`src/rtl/sys_control_multi.sv`:
```
// System control for the color-detect pipeline: camera-config sequencing with
// timeout/retry, debounced filter switches and SOF-aligned filter commits.
module sys_control_multi #(
  parameter int N_FILT      = 4,
  parameter int DB_CYCLES   = 16,
  parameter int CFG_TIMEOUT = 1000000
) (
  input  logic              i_sysclk,
  input  logic              i_rstn,
  input  logic              i_sof,
  input  logic              i_cfg_done,
  input  logic [N_FILT-1:0] i_sw_filt,
  input  logic              i_btn_reconfig,
  output logic              o_cfg_start,
  output logic              o_pipe_flush,
  output logic [N_FILT-1:0] o_filt_enable,
  output logic [7:0]        o_status_leds
);

  localparam int N_IN = N_FILT + 1;
  localparam int DBW  = $clog2(DB_CYCLES + 1);
  localparam int TW   = $clog2(CFG_TIMEOUT + 1);

  typedef enum logic [1:0] {CFG_START = 2'd0, CFG_WAIT = 2'd1, CFG_DONE = 2'd2} cfg_state_t;
  typedef enum logic [1:0] {FL_INIT = 2'd0, FL_IDLE = 2'd1, FL_ACTIVE = 2'd2} fl_state_t;

  logic [N_IN-1:0]   raw_in;
  logic [N_IN-1:0]   db_vec;
  logic [N_FILT-1:0] db_mask;
  logic              db_btn;
  logic              btn_prev_reg;
  logic              btn_rise;

  assign raw_in = {i_btn_reconfig, i_sw_filt};

  // Button sits in the top slot so switches and button share one conditioner.
  generate
    for (genvar gi = 0; gi < N_IN; gi++) begin : g_cond
      logic           sync1_reg;
      logic           sync2_reg;
      logic           db_reg;
      logic [DBW-1:0] cnt_reg;

      always_ff @(posedge i_sysclk) begin
        if (!i_rstn) begin
          sync1_reg <= 1'b0;
          sync2_reg <= 1'b0;
          db_reg    <= 1'b0;
          cnt_reg   <= '0;
        end else begin
          sync1_reg <= raw_in[gi];
          sync2_reg <= sync1_reg;
          if (sync2_reg == db_reg) begin
            cnt_reg <= '0;
          end else if (cnt_reg == DBW'(DB_CYCLES - 1)) begin
            db_reg  <= sync2_reg;
            cnt_reg <= '0;
          end else begin
            cnt_reg <= cnt_reg + 1'b1;
          end
        end
      end

      assign db_vec[gi] = db_reg;
    end
  endgenerate

  assign db_mask  = db_vec[N_FILT-1:0];
  assign db_btn   = db_vec[N_FILT];
  assign btn_rise = db_btn & ~btn_prev_reg;

  always_ff @(posedge i_sysclk) begin
    if (!i_rstn) btn_prev_reg <= 1'b0;
    else         btn_prev_reg <= db_btn;
  end

  cfg_state_t     cfg_state_reg;
  logic           cfg_start_reg;
  logic [TW-1:0]  tmo_reg;
  logic [2:0]     retry_reg;

  always_ff @(posedge i_sysclk) begin
    if (!i_rstn) begin
      cfg_state_reg <= CFG_START;
      cfg_start_reg <= 1'b0;
      tmo_reg       <= '0;
      retry_reg     <= 3'd0;
    end else begin
      cfg_start_reg <= 1'b0;
      case (cfg_state_reg)
        CFG_START: begin
          cfg_start_reg <= 1'b1;
          tmo_reg       <= '0;
          cfg_state_reg <= CFG_WAIT;
        end
        CFG_WAIT: begin
          if (i_cfg_done) begin
            cfg_state_reg <= CFG_DONE;
          end else if (tmo_reg == TW'(CFG_TIMEOUT - 1)) begin
            cfg_state_reg <= CFG_START;
            if (retry_reg != 3'd7) retry_reg <= retry_reg + 3'd1;
          end else begin
            tmo_reg <= tmo_reg + 1'b1;
          end
        end
        CFG_DONE: begin
          // A dropped i_cfg_done here is deliberately ignored; only the button re-runs config.
          if (btn_rise) begin
            cfg_state_reg <= CFG_START;
            retry_reg     <= 3'd0;
          end
        end
        default: cfg_state_reg <= CFG_START;
      endcase
    end
  end

  fl_state_t         fl_state_reg;
  logic              flush_reg;
  logic [N_FILT-1:0] filt_reg;
  logic [7:0]        leds_reg;
  logic [2:0]        filt_pad;

  generate
    for (genvar gi = 0; gi < 3; gi++) begin : g_pad
      if (gi < N_FILT) begin : g_bit
        assign filt_pad[gi] = filt_reg[gi];
      end else begin : g_zero
        assign filt_pad[gi] = 1'b0;
      end
    end
  endgenerate

  always_ff @(posedge i_sysclk) begin
    if (!i_rstn) begin
      fl_state_reg <= FL_INIT;
      flush_reg    <= 1'b1;
      filt_reg     <= '0;
      leds_reg     <= 8'd0;
    end else begin
      // Flush tracks the state one cycle late so it spans the commit SOF.
      flush_reg <= (fl_state_reg != FL_IDLE);
      leds_reg  <= {filt_pad, retry_reg, flush_reg, (cfg_state_reg == CFG_DONE)};
      case (fl_state_reg)
        FL_INIT: begin
          if ((cfg_state_reg == CFG_DONE) && i_sof) begin
            filt_reg     <= db_mask;
            fl_state_reg <= FL_IDLE;
          end
        end
        FL_IDLE: begin
          if (btn_rise)                 fl_state_reg <= FL_INIT;
          else if (db_mask != filt_reg) fl_state_reg <= FL_ACTIVE;
        end
        FL_ACTIVE: begin
          if (btn_rise) begin
            fl_state_reg <= FL_INIT;
          end else if (i_sof) begin
            filt_reg     <= db_mask;
            fl_state_reg <= FL_IDLE;
          end
        end
        default: fl_state_reg <= FL_INIT;
      endcase
    end
  end

  assign o_cfg_start   = cfg_start_reg;
  assign o_pipe_flush  = flush_reg;
  assign o_filt_enable = filt_reg;
  assign o_status_leds = leds_reg;

endmodule

```
`config.mk`:
```
export PLATFORM = sky130hd
export DESIGN_NAME = sys_control_multi
export DESIGN_NICKNAME = d
export VERILOG_FILES = /design/src/rtl/sys_control_multi.sv
export SDC_FILE = /design/constraint.sdc
export NUM_CORES = 1
export LEC_CHECK = 0
export CAP_MARGIN = 15
export CELL_PAD_IN_SITES_DETAIL_PLACEMENT = 2
export CELL_PAD_IN_SITES_GLOBAL_PLACEMENT = 2
export CORE_MARGIN = 2
export CORE_UTILIZATION = 37
export CTS_CLUSTER_SIZE = 30
export DETAILED_ROUTE_END_ITERATION = 16
export GPL_TIMING_DRIVEN = 0
export HOLD_SLACK_MARGIN = 0.02
export PLACE_DENSITY = 0.9
export SETUP_SLACK_MARGIN = 0.1
export SYNTH_ARGS = -nofsm -noshare
export SYNTH_HDL_FRONTEND = slang
export SYNTH_SLANG_ARGS = --single-unit
```
`constraint.sdc`:
```
create_clock -name i_sysclk -period 2.45 [get_ports i_sysclk]
set_input_delay 0.49 -clock i_sysclk [delete_from_list [all_inputs] [get_ports i_sysclk]]
set_output_delay 0.49 -clock i_sysclk [all_outputs]
set_load 0.01 [all_outputs]
```
==> results.md, run 1 <==
- F_max: 0.472 GHz
- Status: finished clean
- Routed len/inst: 18.4 um
- Worst VDD drop: 0.000260 V
- PortBufs: 20
- FF-to-FF setup slack: 330 ps
- Largest area contributor in the netlist: dfxtp_1
- Max-slew violation count: 0
- DP HPWL: 6740 um
- Crit Path Max Fanout: 6
- Area delta synth->final: 15.9%
- Number of synthesized flops with an enable pin: 0
- Critical path origin: tmo_reg[0]
- CTS sink cnt: 82
- Iter 0 DRT Violations: 87
- CP Class: register to register
- Clock Root Buffer: clkbuf_8
- Startpoint Class: register
- FF-to-FF path depth: 6
- Final wirelength: 9260 um
- Post-route cell area: 0.00394 mm2
- Final nets: 413
- Post-route ant nets: 0
- Pre-CTS setup slack: 334 ps
- Slew at the pin closest to its max-slew limit: 856 ps
- Post-Syn Instances: 360
- Post-Syn Area: 0.00340 mm2
- Met2 usage: 38.0%
- Filler cell count: 964
- Slew Limit Headroom: 42.5%
- Most frequent cell after synthesis: dfxtp_1
- Hold EP: g_cond[0].sync2_reg
- Yosys top cell area share: 48.3%
- Reg-to-reg startpoint: tmo_reg[0]
- Pin count of the biggest net entering global routing: 16
- Register area share after synthesis: 48.3%
- Via-to-Cell Ratio: 5.42
- Period utilization: 86.4%
- Layout Skew: 7.52 ps
- Clock slew at reported path FFs: 90 ps
- Final Hold Viols: 0
- Die area: 0.00997 mm2
- Starting density of the core: 38.6%
- Unrepaired setup endpoints after global routing: false
- Final antenna diode count: 0
- Layout Utilization: 44.7%
- Worst Hold Class: register to register
- DIE WIDTH: 99.9 um
- Share of cells above drive strength 1: 9.60%
- Maximum buffer depth of the clock tree: 2
- Hold Crit Start: g_cond[0].sync1_reg
- Synth top cells by count: dfxtp_1 (82), nor2_1 (57), and2_1 (19)
- Row cnt: 34
- Antenna violations before repair: 0
- CTS tree: yes
- Gr ovfl total: 0
- Static Leak: 1.53 nW
- Final worst slack: 333 ps
- Die Y: 99.9 um
- Cells on Worst Hold Path: 1
- Final Setup Violations: 0
- Post-route DRC: 0
- Core area: 0.00881 mm2
- Synth cell types: 54
- Fraction of registers with async set/reset: 0%
- GRT busiest layer: met2
- Overall routing resource usage: 19.9%
- Critical Path Sink Type: register
- Router iterations before antenna repair: 4
- Max Cap Viol: 0
- Syn avg cell area: 9.45 um2
- Max reg flops: 25
- FF-to-FF End: tmo_reg[10]
- Global placer's final weighted congestion: 0.747
- Vias in the first global route: 3054
- Setup TNS: 0 ps
- Flops & latches, synth: 82
- Met1 Usage GRT: 21.5%
- GR Layer Usage met3: 4.67%
- Yosys Warn Count: 0
- Synth area leaders: dfxtp_1 (48%), nor2_1 (6.3%), ha_1 (4.8%)
- H-tree levels: 3
- CTS Hold Bufs: 0
- CP arrival: 2370 ps
- P per Cell Area: 661 mW/mm2
- Main flop type after synthesis: dfxtp_1
- IO Pins: 23
- Period minus WS final: 2120 ps
- First-pass GRT wire length: 15300 um
- Syn nets: 382
- Via count: 2731
- Placed Area: 0.00374 mm2
- Num CTS Buffers: 9
- CP required: 2700 ps
- Clock Latency Late Sink: 380 ps
worst max-delay path by stage:
stage,to,slack (ps)
floorplan,tmo_reg[16],700
global placement,o_status_leds[0],460
detailed placement,tmo_reg[17],330
CTS,tmo_reg[18],240
global route,tmo_reg[18],160
finish,tmo_reg[10],330
worst max-delay path: stages, from the launching register on:
cell and delay, ps:
dfxtp_1 430, ha_1 290, nand3_2 130, nor3_1 730
a31oi_1 180, o21ai_1 160, a21oi_1 80
report_power, final:
part           switching, W  leakage [nW]  internal, W
Sequential        0.0000123         0.664      0.00135
Clock              0.000552        0.0954     0.000485
Combinational      0.000132         0.774    0.0000713
Total              0.000696          1.53      0.00191
metrics by stage:
stage | total power (W) | hold slack [ps] | cells
6_report | 0.00260 | 456 | 504
5_1_grt | 0.00271 | 465 | 504
4_1_cts | 0.00262 | 453 | 504
3_5_place_dp | 0.00160 | 437 | 488
3_3_place_gp | 0.00158 | 418 | 488
2_1_floorplan | 0.00152 | 412 | 360
metal layers:
metal / routed length (um) / up-vias
met5: 0 / -
met4: 146 / 0
met3: 214 / 12
met2: 5010 / 27
met1: 3880 / 1376
li1: - / 1316
cell type report:
cell class              instances  area [um2]  area share [%]
clock inverters                 6        73.8            1.87
flip-flops and latches         82        1640            41.7
clock buffers                  10         128            3.24
well taps                     108         135            3.43
plain buffers                  14        72.6            1.84
inverters                      15        56.3            1.43
multi-input cells             249        1630            41.4
repair buffers                 20         200            5.08
kinds of logic after synthesis:
group	synth area share (%)
fa+ha+maj	4.78
compound gates	11.7
xor+xnor	4.89
buf+inv	3.79
mux	4.42
flops	48.3
simple gates	22.1
cells in the final DEF (no fill, tap or decap), drive strengths merged, types with 9 or more instances in the layout:
master	n
o21ai	9
mux2i	12
ha	13
clkdlybuf4s50	20
nor2	57
nand3	10
a31oi	14
inv	18
and2	20
dfxtp	82
a21oi	11
and3	10
xnor2	11
or3	9
clkbuf	18
nand2	14
repair_timing:
item,4_1_cts,5_1_grt
endpoints found under the setup margin,0,4
gates resized for setup,0,1
buffers inserted,0,0
Power figures use the tool's default switching activity.
==> run 2, diff against run 1 <==
CORE_MARGIN = not set   (was 2)
CORE_UTILIZATION = 40   (was 37)
PLACE_DENSITY = 0.95   (was 0.9)
TNS_END_PERCENT = 20   (was not set)
clock period = 2.5 ns   (was 2.45 ns; I/O delays follow)
==> run 2 against run 1 <==
  * Clock skew barely moved
  * Sequential share of layout area shrank 0.37 points
  * Clock-buffer cell count is the same
  * Sequential power about the same
  * Global-route usage is 5.8 points higher
  * Critical path type unchanged
==> results.md, run 2 (same netlist as run 1, synthesis figures left out) <==
- Post-route DRC: 0
- Most common cell after layout, fill and taps aside: dfxtp_1
- Max-slew violation count: 0
- Hold EP: g_cond[1].sync2_reg
- Via-to-Cell Ratio: 5.64
- Router iterations before antenna repair: 4
- Most frequent cells in the layout: dfxtp_1 (82), nor2_1 (57), clkdlybuf4s50_1 (20), and2_1 (19), nand2_1 (14)
- Global placer's final weighted congestion: 0.798
- Area delta synth->final: 16.9%
- Period utilization: 87.6%
- Clock slew at reported path FFs: 90 ps
- Core area: 0.00822 mm2
- Share of cells above drive strength 1: 9.34%
- Row cnt: 33
- Max reg flops: 25
- Buffer count from post-CTS setup fixing: 0
- P per Cell Area: 685 mW/mm2
- Metal3 WL: 341 um
- Post-Route M1 WL: 4280 um
- Setup TNS: 0 ps
- F_max: 0.456 GHz
- Metal2 WL: 5590 um
- PortBufs: 20
- IO Pins: 23
- Slew Limit Headroom: 46.0%
- CP Class: register to register
- CP required: 2780 ps
- Unrepaired setup endpoints after global routing: false
- Critical Path Sink Type: register
- Post-route insts no fill: 501
- FF-to-FF path depth: 7
- Via count: 2828
- Final wirelength: 10600 um
- Worst Hold Class: register to register
- Final nets: 413
- Final Setup Violations: 0
- Static Leak: 1.55 nW
- Gr ovfl total: 0
- Critical path origin: tmo_reg[0]
- DP HPWL: 7110 um
- Status: finished clean
- Layout Skew: 7.46 ps
- FF-to-FF End: tmo_reg[6]
- H-tree levels: 3
- CTS Hold Bufs: 0
- Crit Path Max Fanout: 10
- CTS tree: yes
- Final antenna diode count: 0
- CP arrival: 2470 ps
- Reg-to-reg startpoint: tmo_reg[0]
- Post-route ant nets: 0
- Startpoint Class: register
- Die area: 0.00887 mm2
- Final Hold Viols: 0
- Pin count of the biggest net entering global routing: 15
- Placed cells: 485
- Iter 0 DRT Violations: 109
- CTS sink cnt: 82
- Slew at the pin closest to its max-slew limit: 804 ps
- Maximum buffer depth of the clock tree: 2
- Clock Root Buffer: clkbuf_8
- Die Y: 94.2 um
- Hold Crit Start: g_cond[1].sync1_reg
- Vias in the first global route: 3065
- First-pass GRT wire length: 16800 um
- Routed len/inst: 21.1 um
- Antenna violations before repair: 0
- Pre-CTS setup slack: 418 ps
- Worst VDD drop: 0.000299 V
- Overall routing resource usage: 25.8%
- Final worst slack: 309 ps
- DIE WIDTH: 94.2 um
- Num CTS Buffers: 9
- FF-to-FF setup slack: 310 ps
- Period minus WS final: 2190 ps
- Max Cap Viol: 0
- Top sig layer: met4
- Post-CTS resize count: 0
- Starting density of the core: 41.4%
- Cells on Worst Hold Path: 1
- Clock Latency Late Sink: 360 ps
==> run 2: changes by cell type in the layout (fill, tap and decap cells not counted) <==
cell	previous run	this run
inv_6	2	0
nor2b_1	1	2
inv_8	1	0
nor2b_2	1	0
clkinv_4	0	2
bufinv_16	1	3
clkinvlp_4	2	1
==> run 2: critical path, cell delays in order, from the launching register on <==
cell	delay (ps)
dfxtp_1	450
ha_1	280
nand3_2	130
nor2_1	270
buf_2	320
a31o_2	320
o21ai_1	170
nor2_1	180
==> run 2: how the worst max path moves through the flow <==
stage          cells after the start     endpoint
2_1_floorplan                      7  tmo_reg[16]
3_3_place_gp                       7  tmo_reg[18]
3_5_place_dp                       6  tmo_reg[13]
4_1_cts                            7  tmo_reg[18]
5_1_grt                            7  tmo_reg[18]
6_report                           7   tmo_reg[6]
==> run 2: layout make-up <==
class,instances,area [um2]
Inverter,15,56.3
Fill cell,864,4240
Timing Repair Buffer,20,200
Clock buffer,10,128
Clock inverter,6,115
Buffer,14,72.6
Tap cell,105,131
Sequential cell,82,1640
Multi-Input combinational cell,249,1630
==> run 2: report_power, final <==
part	internal, W	switching, W	total, W
registers	0.00132	0.0000139	0.00134
logic	0.0000691	0.000139	0.000208
clock network	0.000668	0.000510	0.00118
total	0.00206	0.000663	0.00272
==> run 2: routing by layer <==
metal / GRT usage [%] / vias to the layer above
met5: 0 / -
met4: 14.5 / 0
met3: 3.80 / 29
met2: 46.0 / 65
met1: 29.0 / 1416
li1: - / 1318
==> run 2: stage by stage <==
stage,cell area [um2],hold WS (ps),total power [W],util [%]
floorplan,3400,412,0.00149,-
global placement,3730,421,0.00155,45.4
detailed placement,3730,422,0.00157,45.4
CTS,3980,444,0.00275,48.4
global route,3980,472,0.00282,48.4
finish,3980,444,0.00272,48.4
